### config.mk
export PLATFORM = sky130hd
export DESIGN_NAME = regfile_renamed_flat
export DESIGN_NICKNAME = d
export VERILOG_FILES = /design/src/rtl/regfile_pkg.sv /design/src/rtl/regfile_renamed_if.sv /design/src/rtl/regfile_read_port.sv /design/src/rtl/regfile_renamed.sv /design/src/flat_wrapper.sv
export SDC_FILE = /design/constraint.sdc
export NUM_CORES = 2
export LEC_CHECK = 0
export CAP_MARGIN = 20
export CORE_MARGIN = 2
export CORE_UTILIZATION = 60
export CTS_BUF_LIST = sky130_fd_sc_hd__clkbuf_4 sky130_fd_sc_hd__clkbuf_8
export DETAILED_ROUTE_END_ITERATION = 7
export MAX_ROUTING_LAYER = met4
export PLACE_DENSITY = 0.82
export SLEW_MARGIN = 20
export SYNTH_ARGS = -nofsm -noshare
export SYNTH_HDL_FRONTEND = slang
export SYNTH_SLANG_ARGS = --single-unit
### constraint.sdc
create_clock -name clk_in -period 8.8 [get_ports clk_in]
set_input_delay 1.32 -clock clk_in [delete_from_list [all_inputs] [get_ports clk_in]]
set_output_delay 1.32 -clock clk_in [all_outputs]
set_load 0.01 [all_outputs]
### src/rtl/regfile_pkg.sv
// Shared widths and typedefs for the renamed register file.
// Pure definitions; no latency or flow control involved.
package regfile_pkg;
    localparam int XLEN   = 32;
    localparam int TAG_W  = 4;
    localparam int NREGS  = 32;
    localparam int REG_AW = $clog2(NREGS);

    typedef logic [REG_AW-1:0] reg_addr_t;
    typedef logic [XLEN-1:0]   reg_data_t;
    typedef logic [TAG_W-1:0]  rob_tag_t;
endpackage

### src/rtl/regfile_renamed_if.sv
// Dispatch/commit/flush requests and operand read ports of the renamed register file.
// Master is the core (requests and read addresses), slave is the register file.
interface regfile_renamed_if #(
    parameter int NRD = 2
);
    import regfile_pkg::*;

    logic                    iss_en;
    reg_addr_t               iss_rd;
    rob_tag_t                iss_tag;
    logic                    cmt_en;
    reg_addr_t               cmt_rd;
    rob_tag_t                cmt_tag;
    reg_data_t               cmt_data;
    logic                    flush;
    logic [NRD*REG_AW-1:0]   rd_addr;
    logic [NRD*XLEN-1:0]     rd_data;
    logic [NRD-1:0]          rd_busy;
    logic [NRD*TAG_W-1:0]    rd_tag;

    modport master (
        output iss_en, iss_rd, iss_tag, cmt_en, cmt_rd, cmt_tag, cmt_data, flush, rd_addr,
        input  rd_data, rd_busy, rd_tag
    );

    modport slave (
        input  iss_en, iss_rd, iss_tag, cmt_en, cmt_rd, cmt_tag, cmt_data, flush, rd_addr,
        output rd_data, rd_busy, rd_tag
    );
endinterface

### src/rtl/regfile_read_port.sv
// One operand read port: x0 and reset masking, combinational (zero latency), no backpressure.
// REGFILE_BYPASS_EN forwards a same-cycle commit (data and post-commit busy) into the port.
module regfile_read_port
    import regfile_pkg::*;
(
    input  logic      rst_n_i,
    input  logic      rdy_i,
    input  reg_addr_t addr_i,
    input  reg_data_t reg_val_i,
    input  logic      reg_busy_i,
    input  rob_tag_t  reg_tag_i,
    input  logic      iss_en_i,
    input  reg_addr_t iss_rd_i,
    input  logic      cmt_en_i,
    input  reg_addr_t cmt_rd_i,
    input  rob_tag_t  cmt_tag_i,
    input  reg_data_t cmt_data_i,
    input  logic      flush_i,
    output reg_data_t data_o,
    output logic      busy_o,
    output rob_tag_t  tag_o
);
    reg_data_t data_raw;
    logic      busy_raw;
    rob_tag_t  tag_raw;

`ifdef REGFILE_BYPASS_EN
    logic hit;
    assign hit = rdy_i && cmt_en_i && (cmt_rd_i == addr_i);

    always_comb begin
        data_raw = hit ? cmt_data_i : reg_val_i;
        busy_raw = reg_busy_i;
        tag_raw  = reg_tag_i;
        // A younger same-cycle rename of this register keeps it pending.
        if (hit && reg_busy_i && (reg_tag_i == cmt_tag_i) && !(iss_en_i && (iss_rd_i == addr_i)))
            busy_raw = 1'b0;
        if (rdy_i && flush_i) begin
            busy_raw = 1'b0;
            tag_raw  = '0;
        end
    end
`else
    logic unused_ok;
    assign unused_ok = ^{rdy_i, iss_en_i, iss_rd_i, cmt_en_i, cmt_rd_i, cmt_tag_i, cmt_data_i, flush_i};
    assign data_raw  = reg_val_i;
    assign busy_raw  = reg_busy_i;
    assign tag_raw   = reg_tag_i;
`endif

    logic pass;
    assign pass   = rst_n_i && (addr_i != '0);
    assign data_o = pass ? data_raw : '0;
    assign busy_o = pass && busy_raw;
    assign tag_o  = pass ? tag_raw : '0;
endmodule

### src/rtl/regfile_renamed.sv
// Architectural register file with busy/ROB-tag rename state; reads zero-latency, updates next edge.
// rdy_in low freezes all state (no backpressure otherwise); REGFILE_BYPASS_EN adds commit-to-read forwarding.
module regfile_renamed
    import regfile_pkg::*;
#(
    parameter int NRD = 2
) (
    input  logic              clk_in,
    input  logic              rst_n_in,
    input  logic              rdy_in,
    regfile_renamed_if.slave  bus
);
    reg_data_t [NREGS-1:0] regs_q, regs_d;
    logic      [NREGS-1:0] busy_q, busy_d;
    rob_tag_t  [NREGS-1:0] tag_q,  tag_d;

    // Priority for rename state: flush > issue > commit. Data always takes the commit.
    always_comb begin
        regs_d = regs_q;
        busy_d = busy_q;
        tag_d  = tag_q;
        if (bus.cmt_en && (bus.cmt_rd != '0)) begin
            regs_d[bus.cmt_rd] = bus.cmt_data;
            if (busy_q[bus.cmt_rd] && (tag_q[bus.cmt_rd] == bus.cmt_tag))
                busy_d[bus.cmt_rd] = 1'b0;
        end
        if (bus.iss_en && (bus.iss_rd != '0)) begin
            busy_d[bus.iss_rd] = 1'b1;
            tag_d[bus.iss_rd]  = bus.iss_tag;
        end
        if (bus.flush) begin
            busy_d = '0;
            tag_d  = '0;
        end
    end

    always_ff @(posedge clk_in or negedge rst_n_in) begin
        if (!rst_n_in) begin
            regs_q <= '0;
            busy_q <= '0;
            tag_q  <= '0;
        end else if (rdy_in) begin
            regs_q <= regs_d;
            busy_q <= busy_d;
            tag_q  <= tag_d;
        end
    end

    for (genvar p = 0; p < NRD; p++) begin : g_rd
        reg_addr_t addr;
        assign addr = bus.rd_addr[p*REG_AW +: REG_AW];

        regfile_read_port u_port (
            .rst_n_i    (rst_n_in),
            .rdy_i      (rdy_in),
            .addr_i     (addr),
            .reg_val_i  (regs_q[addr]),
            .reg_busy_i (busy_q[addr]),
            .reg_tag_i  (tag_q[addr]),
            .iss_en_i   (bus.iss_en),
            .iss_rd_i   (bus.iss_rd),
            .cmt_en_i   (bus.cmt_en),
            .cmt_rd_i   (bus.cmt_rd),
            .cmt_tag_i  (bus.cmt_tag),
            .cmt_data_i (bus.cmt_data),
            .flush_i    (bus.flush),
            .data_o     (bus.rd_data[p*XLEN +: XLEN]),
            .busy_o     (bus.rd_busy[p]),
            .tag_o      (bus.rd_tag[p*TAG_W +: TAG_W])
        );
    end
endmodule

### src/flat_wrapper.sv
// flat-port wrapper written by rule: the top's interface ports become plain ports
module regfile_renamed_flat import regfile_pkg::*;
#(
    parameter int NRD = 2
)
  (clk_in, rst_n_in, rdy_in, bus_iss_en, bus_iss_rd, bus_iss_tag, bus_cmt_en, bus_cmt_rd, bus_cmt_tag, bus_cmt_data, bus_flush, bus_rd_addr, bus_rd_data, bus_rd_busy, bus_rd_tag);
  regfile_renamed_if #(.NRD(NRD)) bus_i ();
  input  logic clk_in;
  input  logic rst_n_in;
  input  logic rdy_in;
  input wire logic [$bits(bus_i.iss_en)-1:0] bus_iss_en;
  input wire logic [$bits(bus_i.iss_rd)-1:0] bus_iss_rd;
  input wire logic [$bits(bus_i.iss_tag)-1:0] bus_iss_tag;
  input wire logic [$bits(bus_i.cmt_en)-1:0] bus_cmt_en;
  input wire logic [$bits(bus_i.cmt_rd)-1:0] bus_cmt_rd;
  input wire logic [$bits(bus_i.cmt_tag)-1:0] bus_cmt_tag;
  input wire logic [$bits(bus_i.cmt_data)-1:0] bus_cmt_data;
  input wire logic [$bits(bus_i.flush)-1:0] bus_flush;
  input wire logic [$bits(bus_i.rd_addr)-1:0] bus_rd_addr;
  output wire logic [$bits(bus_i.rd_data)-1:0] bus_rd_data;
  output wire logic [$bits(bus_i.rd_busy)-1:0] bus_rd_busy;
  output wire logic [$bits(bus_i.rd_tag)-1:0] bus_rd_tag;
  assign bus_i.iss_en = bus_iss_en;
  assign bus_i.iss_rd = bus_iss_rd;
  assign bus_i.iss_tag = bus_iss_tag;
  assign bus_i.cmt_en = bus_cmt_en;
  assign bus_i.cmt_rd = bus_cmt_rd;
  assign bus_i.cmt_tag = bus_cmt_tag;
  assign bus_i.cmt_data = bus_cmt_data;
  assign bus_i.flush = bus_flush;
  assign bus_i.rd_addr = bus_rd_addr;
  assign bus_rd_data = bus_i.rd_data;
  assign bus_rd_busy = bus_i.rd_busy;
  assign bus_rd_tag = bus_i.rd_tag;
  regfile_renamed #(.NRD(NRD)) u_core (.clk_in(clk_in), .rst_n_in(rst_n_in), .rdy_in(rdy_in), .bus(bus_i));
endmodule
==> results.md <==
* Status: complete, but fails checks
* Failing checks: DRC
* I/O pins at 140
* Worst reg2reg path depth at 8
* Tcrit/Tclk final at 76.36%
* Hold Buf Count CTS at 0
* First-pass GRT wire length at ~310000 um
* Static leakage at 0.03236 uW
* Hold depth at 0
* Combinational Power Share at 18.4%
* Top-area cell type share of the netlist area at 44.34%
* Post-DRT Antenna Nets at 0
* Worst hold path class: register to register
* CTS Root Cell: clkbuf_8
* Least-Margin Pin Slew at about 1.2 ns
* Seq/Total Area, Yosys at 44.34%
* Synthesis-to-layout area growth at 9.629%
* Fillers at slightly below 8000
* Post-DP HPWL at ~120000 um
* Via count at between 50000 and 60000
* Synth Net Count at 5518
* WS Path Type: input pin to primary output
* Clk slew on worst S/H paths at 0.06 ns
* Syn avg cell area at 12.25 um^2
* Core box area at between 100000 and 150000 um^2
* Reg area at between 20000 and 30000 um^2
* Gr ovfl total at 0
* Distinct cells, synth at 56
* Area of the multi-input gates at between 30000 and 40000 um^2
* Worst Path Arrival at 5.40 ns
* Initial drt markers at 6766
* Net Sw Frac at roughly 29%
* Hold slack at ~0.4 ns
* Commonest non-fill, non-tap cell in the layout: dfrtp_1
* Commonest non-fill, non-tap cells in the layout: dfrtp_1, mux2_2, mux2i_1, a21oi_1, mux4_2
* CTS H-tree lvls at 4
* Reg-to-reg startpoint: u_core.tag_q[114]$_DFFE_PN0P_
* Crit end category: primary output
* FP Rows at between 100 and 150
* Power Dens Cells at between 200 and 250 nW/um^2
* Finish-stage setup viols at 0
* PortBufs at 139
* Synthesis Warnings at 0
* Routed vias/inst at between 7 and 8
* Ranking of synthesized cells by area: dfrtp_1, mux2_2, mux4_2
* Longest Clk Path Bufs at 3
* Drt drc at 7
* DR pass1 iterations at 8
* CTS resizes at 0
* RSZ-0062 raised after global routing: false
* Setup ws final at ~2.1 ns
* Post-synthesis cell count at roughly 5500
* Initial cell density of the core at approximately 60%
* Die extent in x at roughly 340 um
* Min cycle time layout at approximately 6.7 ns
* Post-synth top area cell: dfrtp_1
* Total power at approximately 15000 uW
* Clock Power Share at 35.7%
* Largest net degree at the start of global routing at 178
* Max Cap Viol at 0
* FF+latch count, synth at 1184
* Die area at about 110000 um^2
* R2r setup slk at approximately 5.3 ns
* Post-synth ARST share at 100.0%
* Detailed-route wire length at between 200000 and 250000 um
* Slew Limit Fails at 0
* Hold path startpoint: u_core.regs_q[14]$_DFFE_PN0P_
* Highest clock rate at 148.8 MHz
* Sequential power share at 45.9%
* VDD IR max at approximately 0.15 mV
* Layout cells sized above 1 at a little over a third
* Vert. Die Dim at roughly 340 um
* Vias in the first global route at just over 50000
* Critical Path Source Type: input pin
* CTS Sinks at 1184
* Later-pin clock latency in the skew report at ~0.9 ns
* Hold Vio Cnt, Final at 0
* All-Layer GR Usage at between 30 and 40%
* Number of CTS-inserted buffers at between 150 and 200
* Routability cong. at roughly 0.97
* Final net count at 5371
* Setup tns final at 0 ns
* Primary FF master, synth: dfrtp_1
* Rel. slew slack at about a fifth
* Initial antenna violation count at 6
* Clk_skew at 0.03593 ns
* Place WS at 2.401 ns
* Post-CTS Setup Inserts at 0
* Req. time, crit path at around 7.5 ns
* WL/cell at about 30 um
* Number of enable flip-flop cells after synthesis at 0
* CTS tree: built
* Psw at ~4300 uW
* Post-Syn Area at 66810 um^2
* WHS Endpoint: u_core.regs_q[14]$_DFFE_PN0P_
* Worst-path fanout max at 89
* Worst R2R End: u_core.busy_q[29]$_DFFE_PN0P_
* Int Power at between 10000 and 15000 uW
## synth_stat cells (6+ instances only)
master and number:
nor4_1 6, nand3_1 15, buf_2 121, o221ai_1 148, nand2b_1 15, nand2_1 45, mux2i_1 604, o22ai_1 284
buf_4 7, o21ai_0 207, nand4_1 7, a21oi_1 376, a22oi_1 16, dfrtp_1 1184, clkbuf_1 381, and2_1 11
mux2_2 1130, nor3b_1 8, nand3b_1 7, nor2_1 209, o311ai_1 14, nor3_1 87, mux4_2 312, inv_1 131
buf_1 69, nor2b_1 6
## per-stage QoR
stage / instance area [um^2] / std cells / util, %
after floorplan: 66810 / 5452 / -
after global placement: 68820 / 6590 / 62.27
after detailed placement: 68870 / 6592 / 62.31
after CTS: 73120 / 6940 / 66.16
after global routing: 73250 / 6951 / 66.28
final: 73250 / 6951 / 66.28
## power groups by stage
stage	Sequential [uW]	Combinational, uW	Clock (uW)
2_1_floorplan	6630	1990	0
3_3_place_gp	6740	2580	0
5_1_grt	6850	2910	5560
4_1_cts	6740	2680	5300
6_report	6780	2720	5280
3_5_place_dp	6830	2660	0
## worst max-delay path by stage
stage	startpoint	to	slack [ns]
after global placement	bus_rd_addr[7]	bus_rd_data[39]	2.42
after CTS	bus_rd_addr[7]	bus_rd_data[39]	2.38
after detailed placement	bus_rd_addr[7]	bus_rd_data[39]	2.40
final	bus_rd_addr[7]	bus_rd_data[54]	2.08
after global routing	bus_rd_addr[7]	bus_rd_data[54]	2.21
after floorplan	bus_rd_addr[5]	bus_rd_busy[1]	4.13
## critical path, cell delays in order
cell,delay [ns]
buf_4,0.75
or2_4,0.98
buf_12,0.39
o21ai_0,0.31
o22ai_1,0.24
nor3_1,0.09
a21oi_1,0.43
nor2_1,0.07
clkdlybuf4s50_1,0.50
## metal layers
metal | track usage [%] | wire length (um)
met5 | - | 0
met4 | 21.40 | 12650
met3 | 10.45 | 25140
met2 | 54.27 | 93220
met1 | 48.37 | 78220
## registers in the layout (all words and copies together), names as in the netlist
| name | cells |
|---|---|
| u_core.busy_q | 32 |
| u_core.tag_q | 128 |
| u_core.regs_q | 1024 |
## logic make-up after synthesis
family / count (synthesis) / share of synthesized area [%]
buffers and inverters: 714 / 4.333
muxes: 2046 / 38.61
xor gates and xnor gates: 2 / 0.02622
AOI/OAI and AO/OA: 1066 / 9.646
and+or+nand+nor: 440 / 3.039
DFF: 1184 / 44.34
## cell type report
cell class	instances	area share (%)
Inverter	131	0.6713
Multi-Input combinational cell	3554	47.17
Timing Repair Buffer	241	3.339
Tap cell	1488	2.542
Clock buffer	295	5.099
Sequential cell	1184	40.45
Antenna cell	5	0.01708
Clock inverter	53	0.7089
Power figures use the tool's default switching activity.
